--- config.mk ---
export PLATFORM = sky130hd
export DESIGN_NAME = stim_pulse_sequencer_flat
export DESIGN_NICKNAME = d
export VERILOG_FILES = /design/src/rtl/stim_pulse_sequencer_if.sv /design/src/rtl/stim_pulse_sequencer.sv /design/src/flat_wrapper.sv
export SDC_FILE = /design/constraint.sdc
export NUM_CORES = 1
export LEC_CHECK = 0
export CORE_MARGIN = 3
export CORE_UTILIZATION = 55
export DETAILED_ROUTE_END_ITERATION = 12
export PLACE_DENSITY = 0.82
export SYNTH_ARGS = -nofsm -noshare
export SYNTH_HDL_FRONTEND = slang
export SYNTH_SLANG_ARGS = --single-unit
--- constraint.sdc ---
create_clock -name Clk -period 5.1 [get_ports Clk]
set_clock_uncertainty 0.05 [all_clocks]
set_input_delay 1.02 -clock Clk [delete_from_list [all_inputs] [get_ports Clk]]
set_output_delay 1.02 -clock Clk [all_outputs]
set_load 0.03 [all_outputs]
--- src/rtl/stim_pulse_sequencer_if.sv ---
// rtl/stim_pulse_sequencer_if.sv - control and status bundle for stim_pulse_sequencer
interface stim_pulse_sequencer_if #(
    parameter int NUM_CH = 2,
    parameter int CNT_W  = 8
);
    logic              Start;
    logic              Stop;
    logic [NUM_CH-1:0] Ch_mask;
    logic [CNT_W-1:0]  Repeat;
    logic              Ack;
    logic [NUM_CH-1:0] Btn_n;
    logic              Busy;
    logic              Done;
    logic [CNT_W-1:0]  Pulses_sent;

    modport master (
        output Start, Stop, Ch_mask, Repeat, Ack,
        input  Btn_n, Busy, Done, Pulses_sent
    );

    modport slave (
        input  Start, Stop, Ch_mask, Repeat, Ack,
        output Btn_n, Busy, Done, Pulses_sent
    );
endinterface

--- src/rtl/stim_pulse_sequencer.sv ---
// rtl/stim_pulse_sequencer.sv - active-low button pulse-train generator; STIM_WAIT_ACK_EN adds Ack-gated gaps
module stim_pulse_sequencer #(
    parameter int NUM_CH    = 2,
    parameter int PULSE_CYC = 1,
    parameter int GAP_CYC   = 30,
    parameter int CNT_W     = 8
) (
    input logic                Clk,
    input logic                Reset,
    stim_pulse_sequencer_if.slave bus
);
    localparam int PH_MAX = (PULSE_CYC > GAP_CYC) ? PULSE_CYC : GAP_CYC;
    localparam int PH_W   = (PH_MAX > 1) ? $clog2(PH_MAX) : 1;

    typedef enum logic [1:0] {IDLE, PULSE, GAP, FIN} state_t;

    state_t            state_q, state_d;
    logic [PH_W-1:0]   ph_cnt_q, ph_cnt_d;
    logic [NUM_CH-1:0] mask_q, mask_d;
    logic [CNT_W-1:0]  rep_q, rep_d;
    logic [CNT_W-1:0]  pulses_q, pulses_d;
    logic [NUM_CH-1:0] btn_n_q, btn_n_d;
    logic              busy_q, busy_d;
    logic              done_q, done_d;
    logic              pulse_last, gap_last, gap_adv;

    assign pulse_last = (ph_cnt_q == PH_W'(PULSE_CYC - 1));
    assign gap_last   = (ph_cnt_q == PH_W'(GAP_CYC - 1));

`ifdef STIM_WAIT_ACK_EN
    // The gap counter parks on its last value until Ack is seen.
    assign gap_adv = gap_last && bus.Ack;
`else
    logic unused_ack;
    assign unused_ack = bus.Ack;
    assign gap_adv    = gap_last;
`endif

    always_comb begin
        state_d  = state_q;
        ph_cnt_d = ph_cnt_q;
        mask_d   = mask_q;
        rep_d    = rep_q;
        pulses_d = pulses_q;
        btn_n_d  = '1;
        busy_d   = 1'b0;
        done_d   = 1'b0;
        case (state_q)
            IDLE: begin
                if (bus.Start) begin
                    mask_d   = bus.Ch_mask;
                    rep_d    = bus.Repeat;
                    pulses_d = '0;
                    ph_cnt_d = '0;
                    if (bus.Repeat == '0) begin
                        state_d = FIN;
                        done_d  = 1'b1;
                    end else begin
                        state_d = PULSE;
                        busy_d  = 1'b1;
                        btn_n_d = ~bus.Ch_mask;
                    end
                end
            end
            PULSE: begin
                busy_d = 1'b1;
                if (pulse_last) begin
                    ph_cnt_d = '0;
                    pulses_d = pulses_q + CNT_W'(1);
                    state_d  = GAP;
                end else begin
                    ph_cnt_d = ph_cnt_q + PH_W'(1);
                    btn_n_d  = ~mask_q;
                end
            end
            GAP: begin
                busy_d = 1'b1;
                if (gap_adv) begin
                    ph_cnt_d = '0;
                    if (pulses_q < rep_q) begin
                        state_d = PULSE;
                        btn_n_d = ~mask_q;
                    end else begin
                        state_d = FIN;
                        busy_d  = 1'b0;
                        done_d  = 1'b1;
                    end
                end else if (!gap_last) begin
                    ph_cnt_d = ph_cnt_q + PH_W'(1);
                end
            end
            FIN: begin
                state_d = IDLE;
            end
            default: state_d = IDLE;
        endcase

        // Stop discards any pending latch or count update, keeping the partial count.
        if (bus.Stop) begin
            state_d  = IDLE;
            ph_cnt_d = '0;
            mask_d   = mask_q;
            rep_d    = rep_q;
            pulses_d = pulses_q;
            btn_n_d  = '1;
            busy_d   = 1'b0;
            done_d   = 1'b0;
        end
    end

    always_ff @(posedge Clk) begin
        if (Reset) begin
            state_q  <= IDLE;
            ph_cnt_q <= '0;
            mask_q   <= '0;
            rep_q    <= '0;
            pulses_q <= '0;
            btn_n_q  <= '1;
            busy_q   <= 1'b0;
            done_q   <= 1'b0;
        end else begin
            state_q  <= state_d;
            ph_cnt_q <= ph_cnt_d;
            mask_q   <= mask_d;
            rep_q    <= rep_d;
            pulses_q <= pulses_d;
            btn_n_q  <= btn_n_d;
            busy_q   <= busy_d;
            done_q   <= done_d;
        end
    end

    assign bus.Btn_n       = btn_n_q;
    assign bus.Busy        = busy_q;
    assign bus.Done        = done_q;
    assign bus.Pulses_sent = pulses_q;
endmodule

--- src/flat_wrapper.sv ---
// flat-port wrapper written by rule: the top's interface ports become plain ports
module stim_pulse_sequencer_flat 
#(
    parameter int NUM_CH    = 2,
    parameter int PULSE_CYC = 1,
    parameter int GAP_CYC   = 30,
    parameter int CNT_W     = 8
)
  (Clk, Reset, bus_Start, bus_Stop, bus_Ch_mask, bus_Repeat, bus_Ack, bus_Btn_n, bus_Busy, bus_Done, bus_Pulses_sent);
  stim_pulse_sequencer_if #(.NUM_CH(NUM_CH), .CNT_W(CNT_W)) bus_i ();
  input logic Clk;
  input logic Reset;
  input wire logic [$bits(bus_i.Start)-1:0] bus_Start;
  input wire logic [$bits(bus_i.Stop)-1:0] bus_Stop;
  input wire logic [$bits(bus_i.Ch_mask)-1:0] bus_Ch_mask;
  input wire logic [$bits(bus_i.Repeat)-1:0] bus_Repeat;
  input wire logic [$bits(bus_i.Ack)-1:0] bus_Ack;
  output wire logic [$bits(bus_i.Btn_n)-1:0] bus_Btn_n;
  output wire logic [$bits(bus_i.Busy)-1:0] bus_Busy;
  output wire logic [$bits(bus_i.Done)-1:0] bus_Done;
  output wire logic [$bits(bus_i.Pulses_sent)-1:0] bus_Pulses_sent;
  assign bus_i.Start = bus_Start;
  assign bus_i.Stop = bus_Stop;
  assign bus_i.Ch_mask = bus_Ch_mask;
  assign bus_i.Repeat = bus_Repeat;
  assign bus_i.Ack = bus_Ack;
  assign bus_Btn_n = bus_i.Btn_n;
  assign bus_Busy = bus_i.Busy;
  assign bus_Done = bus_i.Done;
  assign bus_Pulses_sent = bus_i.Pulses_sent;
  stim_pulse_sequencer #(.NUM_CH(NUM_CH), .PULSE_CYC(PULSE_CYC), .GAP_CYC(GAP_CYC), .CNT_W(CNT_W)) u_core (.Clk(Clk), .Reset(Reset), .bus(bus_i));
endmodule
**Word level (Yosys, flattened, before mapping)**

Cells that the tools add are included.

- Output and inout port bits: 12
- Bits in registers: 29
- Memory bits (read-only): 0
- RAM bits: 0
- Memories kept: 0
- Logic and storage cells: 60
- Bits in latches: 0
- Input bits: 15

- Shifts and indexed selects: 0
- Bitwise operators: 3
- Equal/unequal tests: 7
- Magnitude comparators: 1
- Muxes and demuxes: 29
- $add $sub $neg: 2
- Multiply operators: 0
- Div/mod/pow operators: 0
- Reduce and logical (&&, ||, !) cells: 10

Operators with widths:

| cell | count |
|---|---|
| 2-to-1 mux 2 bit | 10 |
| 2-to-1 mux 8 bit | 2 |
| one-hot mux 8 bit (2 select lines) | 1 |
| 2-to-1 mux 5 bit | 3 |
| one-hot mux 5 bit (3 select lines) | 1 |
| adder 8 x 1 -> 8 bit (second input constant) | 1 |
| logical NOT 8 bit | 1 |
| less-than comparator 8 bit | 1 |
| 2-to-1 mux 1 bit | 8 |
| one-hot mux 2 bit (4 select lines) | 1 |
| one-hot mux 2 bit (3 select lines) | 1 |
| AND reduction 3 bit | 2 |
| adder 5 x 1 -> 5 bit (second input constant) | 1 |
| equality test 5 bit (second input constant) | 1 |
| logical NOT 5 bit | 1 |
| equality test 2 bit (second input constant) | 2 |
| inequality test 2 x 1 -> 1 bit (second input constant) | 2 |
| inverter 2 bit | 2 |
| AND reduction 4 bit | 1 |
| one-hot mux 1 bit (3 select lines) | 1 |
| nonzero test 3 bit | 1 |
| equality test 2 x 1 -> 1 bit (second input constant) | 1 |
| logical NOT 2 bit | 1 |
| inequality test 2 bit (second input constant) | 1 |
| 5 further kinds | 5 |

**Depth between registers and ports, before layout**

Gate-level depths: netlist of run 1.

- Depth in word-level cells: 4
- Gate-level depth with buffers: 8
- Mapped depth without buffers: 6

**Worst setup path before layout of run 1**

No wires, ideal clock.

- Path type: in2reg
- Start: input port bus_Repeat[0]
- End: register u_core.busy_q, in the netlist u_core.bus.Busy
- Data arrival time: 2101 ps
- Path buffers: 0
- Stages on the path: 4
- Setup slack: 2833 ps
- Library setup time: 116 ps
- Data required time: 4934 ps
- Cell sequence: or4_1 o211ai_1 nand3_1 o211a_1

- Cells in the longest elaborated chain, start to end: 4

Ends and longest elaborated chain:

| element | RTL line | source |
|---|---|---|
| start, declared | flat_wrapper.sv:16 | `input wire logic [$bits(bus_i.Repeat)-1:0] bus_Repeat;` |
| logical NOT 8 bit | stim_pulse_sequencer.sv:55 | `if (bus.Repeat == '0) begin` |
| 2-to-1 mux 1 bit | stim_pulse_sequencer.sv:55 |  |
| 2-to-1 mux 1 bit | stim_pulse_sequencer.sv:50 | `if (bus.Start) begin` |
| one-hot mux 1 bit (3 select lines) | stim_pulse_sequencer.sv:48 | `case (state_q)` |
| end signal, assigned | stim_pulse_sequencer.sv:128 | `busy_q <= busy_d;` |
| end, declared | stim_pulse_sequencer.sv:23 | `logic busy_q, busy_d;` |

Every way passes these cells.
A chain may end at the register's enable or synchronous reset.

**Worst setup path after layout of run 1**

- Start: input port bus_Start
- End: register u_core.pulses_q[7], in the netlist u_core.bus.Pulses_sent[7]

- Cells in the longest elaborated chain, start to end: 2

Ends and longest elaborated chain:

| element | RTL line | source |
|---|---|---|
| start, declared | flat_wrapper.sv:13 | `input wire logic [$bits(bus_i.Start)-1:0] bus_Start;` |
| inequality test 2 bit (no line) | - |  |
| AND reduction 4 bit (no line) | - |  |
| end signal, assigned | stim_pulse_sequencer.sv:126 | `pulses_q <= pulses_d;` |
| end, declared | stim_pulse_sequencer.sv:21 | `logic [CNT_W-1:0] pulses_q, pulses_d;` |

Every way passes these cells.

==> results of run 1 <==
==> logic make-up after synthesis <==
group                      share of synthesized area (%)
adders and majority gates                           11.6
DFF                                                 35.9
xor gates and xnor gates                            2.17
muxes                                               6.81
and+or+nand+nor                                     21.3
AOI/OAI and AO/OA                                   17.2
buffers and inverters                               4.95
==> registers in the layout, indices dropped and copies added (netlist names) <==
name                    count
u_core.bus.Btn_n            2
u_core.bus.Busy             1
u_core.bus.Done             1
u_core.bus.Pulses_sent      8
u_core.mask_q               2
u_core.ph_cnt_q             5
u_core.rep_q                8
u_core.state_q              2
==> power breakdown <==
part	leakage [nW]	internal, mW	switching (mW)
clock	0.0265	0.0547	0.0760
combinational	0.472	0.0270	0.0333
sequential	0.235	0.232	0.00304
==> worst register-to-register path, delay by kind of cell, from the launching register on <==
kind | cells | cell delay (ns)
AND/OR/NAND/NOR | 2 | 1.05
buffers and inverters | 1 | 0.09
AO/OA/AOI/OAI | 2 | 0.61
flip-flops | 1 | 0.36
adder cells (fa/ha/maj) | 1 | 0.14
==> synth_stat cells (2+ instances only) <==
library cell | n | area share [%]
a2111oi_0 | 2 | 1.1
a211oi_1 | 3 | 1.4
a21oi_1 | 16 | 4.9
a31oi_1 | 2 | 0.77
clkbuf_1 | 5 | 1.2
dfxtp_1 | 29 | 36
ha_1 | 15 | 12
inv_1 | 15 | 3.5
mux2i_1 | 11 | 6.8
nand2_1 | 10 | 2.3
nand3_1 | 7 | 2.2
nand4_1 | 5 | 1.9
nor2_1 | 18 | 4.2
nor3_1 | 4 | 1.2
nor4b_1 | 2 | 1.1
o211ai_1 | 6 | 2.8
o21ai_0 | 2 | 0.62
o21ai_1 | 3 | 0.93
o31ai_1 | 3 | 1.4
or2_0 | 2 | 0.77
or2_2 | 2 | 0.77
or3_1 | 4 | 1.5
or4_1 | 4 | 1.9
xnor2_1 | 4 | 2.2
==> routing by layer <==
metal | global-route usage (%) | wire length (µm) | vias to the layer above
met1 | 27.6 | 1650 | 672
li1 | - | - | 735
met3 | 9.29 | 247 | 5
met2 | 35.0 | 1630 | 49
met4 | 7.59 | 38 | 0
met5 | 0 | 0 | -
==> stage by stage <==
stage	area (µm²)	total power [mW]	hold WS, ns	cells	util [%]
global placement	1880	0.297	0.424	238	67.7
global route	1930	0.452	0.488	246	69.5
CTS	1930	0.428	0.457	246	69.5
floorplan	1620	0.278	0.411	188	-
finish	1930	0.426	0.450	246	69.5
detailed placement	1880	0.300	0.437	238	67.7
==> worst paths after layout <==
check             slack, ns  cells after the start                                endpoint
setup / recovery       2.40                      5  u_core.bus.Pulses_sent[7]$_SDFFE_PP0P_
hold / removal         0.45                      2            u_core.rep_q[7]$_SDFFE_PP0P_
setup reg to reg       2.74                      6  u_core.bus.Pulses_sent[7]$_SDFFE_PP0P_
hold reg to reg        0.45                      2            u_core.rep_q[7]$_SDFFE_PP0P_
==> area by class of cell <==
cell class / instances / share of cell area (%)
Multi-Input combinational cell: 138 / 49.5
Sequential cell: 29 / 30.1
Timing Repair Buffer: 25 / 13.0
Inverter: 15 / 2.91
Clock buffer: 8 / 2.53
Tap cell: 31 / 2.01
==> flow_summary.yaml, run 1 <==
floorplanning:
  floorplan.die_area_um2: 3630
  placement_rows: 19
  start_util_pct: 58.2
  floorplan.io_pins: 27
  die_height_um: 60.2
  placeableCoreArea_um2: 2780
  die-width_um: 60.2
synthesis:
  ys_async_sr_fraction_pct: 0
  synth_seq_area_share_pct: 35.9
  synth-edff-count: 0
  yosysWarningCount: 0
  post_synth_num_cell_types: 38
  syn_nets: 218
  synth.avg_cell_area_um2: 8.61
  synth_flop_cell: "dfxtp_1"
  syn-cell-area_um2: 1620
  synth-seq-cells: 29
  synth_instances: 188
cts:
  cts_root_buffer: "clkbuf_4"
  cts_resized: 0
  clock_sink_count: 29
  cts.reportedPaths.clkPinSlew_ns: 0.09
  cts_made_buffers: 5
  clk-insertion-delay-late_ns: 0.34
  h_tree_levels: 2
  clock_path_buffers: 2
  cts_hold_repair.buffers: 0
  tritoncts: "built"
  cts_setup_buffers: 0
routing:
  dr.pass1.iters: 6
  drt_iter0_markers: 59
  wl_um: 3570
  detail_route.wl_per_cell_um: 14.5
  drc_errors: 0
  detail-route-antenna-nets: 0
  vias_per_cell: 5.94
  routed-via-count: 1461
timing:
  finalMaxSlewViolations: 0
  setup_viol: 0
  worstMarginPinSlew_ns: 0.666
  finalWorstPathRequiredPeriod_ns: 2.70
  rsz0062_at_grt: "false"
  achievable-frequency_ghz: 0.371
  timing.final.hold_violations: 0
  slew_headroom_pct: 55.4
  post-route-period-util_pct: 52.9
  final_worst_setup_slack_ns: 2.40
  fin_setup_tns_ns: 0
worst_setup_path:
  crit_chain: "clkdlybuf4s50_1, mux2i_1, a211o_1, or4_1, a21oi_1"
  critical_path.max_stage_delay_ns: 0.62
  endpoint_kind: "flip-flop"
  path_delay_family: "buffers and inverters"
  critPathBufInv: 1
  slowest_stage: "clkdlybuf4s50_1"
  timing.setup.critical_path_class: "in -> reg"
  timing.critical_path.required_ns: 5.33
  rr_startpoint: "u_core.ph_cnt_q[0]$_SDFFE_PP0P_"
  critical_path_arrival_ns: 2.92
  path_max_fanout: 14
  critPathLaunch: "bus_Start"
  startpoint_type: "input pin"
finish:
  nets: 244
  fillCellCount: 236
  layout_common_cells: "dfxtp_1, clkdlybuf4s50_1, nor2_1"
  layout-drive-gt1-share_pct: 3.72
  multi_input_area_um2: 957
  synthToLayoutAreaGrowth_pct: 19.4
  seq_area_um2: 581
  mostFrequentLayoutCell: "dfxtp_1"
  n_antenna_cell: 0
power:
  power_leakage_nw: 0.734
  worst_ir_drop_vdd_mv: 0.242
  power_density_nw_per_um2: 221
global_routing:
  grt.overflow.total: 0
  largest_net_degree_at_the_start_of_global_routing: 16
  grtUsageTotal_pct: 22.4
  vias_in_the_first_global_route: 1385
  grt_antenna_before_repair: 0
  grt_pass1_wl_um: 5970
placement:
  routabilityCongestion: 0.882
  hpwlAfterDp_um: 2770
  place_ws_ns: 2.04
  numPortBuffers: 25
hold_path:
  timing.hold.worst.start: "u_core.rep_q[7]$_SDFFE_PP0P_"
  hold_class: "reg -> reg"
run_status:
  status: "complete, no violations"
run:
  max-cap-violations: 0
No activity file was read; power rests on OpenSTA's default activity.
==> inputs of run 2 (changes only) <==
CORE_UTILIZATION = 47   (was 55)
PLACE_DENSITY = 0.75   (was 0.82)
clock period = 2.2 ns   (was 5.1 ns; I/O delays follow)
==> run 2 against run 1 <==
- hold slack got worse by 0.010 ns
- flip-flop and latch count did not move
- sequential share of layout area decreased by 1.6 points
- critical endpoint is now u_core.bus.Pulses_sent[3]$_SDFFE_PP0P_
- register-to-register slack worse by 2.7 ns
- die area increased by 15%
- setup slack lost 2.3 ns
- clock power increased by 130%
- first-iteration DRC count fell by 17%
- total power up 130%
- design area rose by 5.8%
- global-route usage shrank 1.6 points
- core utilization is 5.1 points lower
==> flow_summary.yaml, run 2 (synthesis gave the netlist of run 1 again) <==
worst_setup_path:
  critical_path.max_stage_delay_ns: 0.47
  startpoint_type: "flip-flop"
  regToRegEndpoint: "u_core.bus.Pulses_sent[3]$_SDFFE_PP0P_"
  timing.setup.critical_path_class: "reg -> reg"
  critPathLaunch: "u_core.ph_cnt_q[1]$_SDFFE_PP0P_"
  critical_path_arrival_ns: 2.33
  timing.critical_path.required_ns: 2.41
  reg2reg_slack_ns: 0.08
  setup.worst_path.end: "u_core.bus.Pulses_sent[3]$_SDFFE_PP0P_"
  slowest_stage: "or4b_4"
  ff2ff_path_depth: 7
  endpoint_kind: "flip-flop"
  rr_startpoint: "u_core.ph_cnt_q[1]$_SDFFE_PP0P_"
  path_max_fanout: 9
  crit_chain: "inv_1, ha_1, or4b_4, a211o_4, buf_6, or3_1, a21oi_2"
global_routing:
  grt_antenna_before_repair: 0
  grt_pass1_wl_um: 6850
  grtUsageTotal_pct: 20.8
  grt.overflow.total: 0
  vias_in_the_first_global_route: 1564
  largest_net_degree_at_the_start_of_global_routing: 15
run:
  max-cap-violations: 0
floorplanning:
  floorplan.die_area_um2: 4180
  placement_rows: 20
  placeableCoreArea_um2: 3180
  floorplan.io_pins: 27
  die_height_um: 64.7
  start_util_pct: 50.9
  die-width_um: 64.7
timing:
  achievable-frequency_ghz: 0.472
  rsz0062_at_grt: "false"
  slew_headroom_pct: 63.7
  final_worst_setup_slack_ns: 0.0819
  timing.final.hold_violations: 0
  finalWorstPathRequiredPeriod_ns: 2.12
  post-route-period-util_pct: 96.3
  setup_viol: 0
  worstMarginPinSlew_ns: 0.544
  finalMaxSlewViolations: 0
cts:
  clk-insertion-delay-late_ns: 0.32
  clock_sink_count: 29
  h_tree_levels: 2
  cts.reportedPaths.clkPinSlew_ns: 0.09
  cts_hold_repair.buffers: 0
  tritoncts: "built"
  cts_root_buffer: "clkbuf_4"
  clock_path_buffers: 2
  cts_made_buffers: 5
placement:
  numPortBuffers: 25
  place_ws_ns: -0.00651
  routabilityCongestion: 0.840
  hpwlAfterDp_um: 3040
power:
  comb_power_share_pct: 15.4
  total_switching_power_mw: 0.264
  power.total_mw: 1.00
  power.share.switching_pct: 26.3
  power_frac_seq_pct: 54.5
  power_density_nw_per_um2: 490
  worst_ir_drop_vdd_mv: 0.411
  clock_power_share_pct: 30.1
  power_leakage_nw: 0.786
  cellInternalPower_mw: 0.737
routing:
  detail-route-antenna-nets: 0
  detail_route.wl_per_cell_um: 14.4
  routed-via-count: 1531
  wl_um: 3890
  drc_errors: 0
  vias_per_cell: 5.69
  dr.pass1.iters: 4
  drt_iter0_markers: 49
run_status:
  status: "complete, no violations"
finish:
  synthToLayoutAreaGrowth_pct: 26.4
  layout-drive-gt1-share_pct: 9.78
  mostFrequentLayoutCell: "dfxtp_1"
  layout_common_cells: "dfxtp_1, clkdlybuf4s50_1, nor2_1"
  n_antenna_cell: 0
  nets: 254
hold_path:
  hold_class: "reg -> reg"
## run 2: cell count changes in the layout (fill, tap and decap cells not counted)
| cell | previous run | this run |
|---|---|---|
| a211o_1 | 1 | 0 |
| a211o_4 | 0 | 1 |
| a21oi_1 | 16 | 14 |
| a21oi_2 | 0 | 2 |
| buf_4 | 0 | 9 |
| buf_6 | 0 | 1 |
| dfxtp_1 | 29 | 28 |
| dfxtp_2 | 0 | 1 |
## run 2: power groups by stage
stage | Sequential [mW] | Clock, mW | Combinational, mW
after floorplan | 0.562 | 0 | 0.0822
after global placement | 0.557 | 0 | 0.144
after detailed placement | 0.558 | 0 | 0.150
after CTS | 0.545 | 0.308 | 0.153
after global routing | 0.547 | 0.342 | 0.170
final | 0.545 | 0.301 | 0.155
## run 2: repair_timing
action	CTS	global route
hold endpoints to repair	0	0
resized for setup	1	4
setup endpoints to repair	1	7
gates cloned	0	0
pin swaps	0	4
setup buffers	0	1
## run 2: per-layer routing
metal	part of all wire, %	track usage, %	vias up
li1	-	-	756
met1	45	25.1	739
met2	50	36.0	31
met3	4.1	5.89	5
met4	1.0	6.07	0
met5	0	0	-
## run 2: how the worst min path moves through the flow
stage,endpoint,slack [ns],startpoint,cells after the start
after global placement,u_core.ph_cnt_q[1]$_SDFFE_PP0P_,0.43,u_core.ph_cnt_q[1]$_SDFFE_PP0P_,2
final,u_core.ph_cnt_q[1]$_SDFFE_PP0P_,0.44,u_core.ph_cnt_q[1]$_SDFFE_PP0P_,2
after CTS,u_core.mask_q[0]$_SDFFE_PP0P_,0.46,u_core.mask_q[0]$_SDFFE_PP0P_,2
after floorplan,u_core.ph_cnt_q[1]$_SDFFE_PP0P_,0.41,u_core.ph_cnt_q[1]$_SDFFE_PP0P_,2
after detailed placement,u_core.mask_q[0]$_SDFFE_PP0P_,0.44,u_core.mask_q[0]$_SDFFE_PP0P_,2
after global routing,u_core.ph_cnt_q[1]$_SDFFE_PP0P_,0.48,u_core.ph_cnt_q[1]$_SDFFE_PP0P_,2
## run 2: cell type report
class,count,area (µm²)
timing repair buffer,35,329
inverter,15,56.3
sequential,29,582
multi-input combinational,138,973
tap,44,55.1
fill,283,1130
clock buffer,8,48.8
## run 2: stage by stage
step,cells,hold slack [ns],utilization [%],cell area [µm²],setup TNS (ns)
4_1_cts,268,0.464,63.7,2020,0
6_report,269,0.440,64.3,2040,0
2_1_floorplan,188,0.411,-,1620,0
5_1_grt,269,0.482,64.3,2040,0
3_3_place_gp,260,0.426,61.9,1970,0
3_5_place_dp,260,0.441,61.9,1970,-0.0117
## run 2: worst max-delay path, delay by kind of cell (launching register included)
kind,cells,cell delay (ns)
flops,1,0.34
simple gates,2,0.83
buf+inv,2,0.21
compound gates,2,0.51
fa+ha+maj,1,0.13
==> inputs of run 3 (changes only) <==
CTS_CLUSTER_DIAMETER = 40   (was unset)
==> results of run 3 <==
Same layout as run 2: the final DEF is identical, and so are final timing and power.
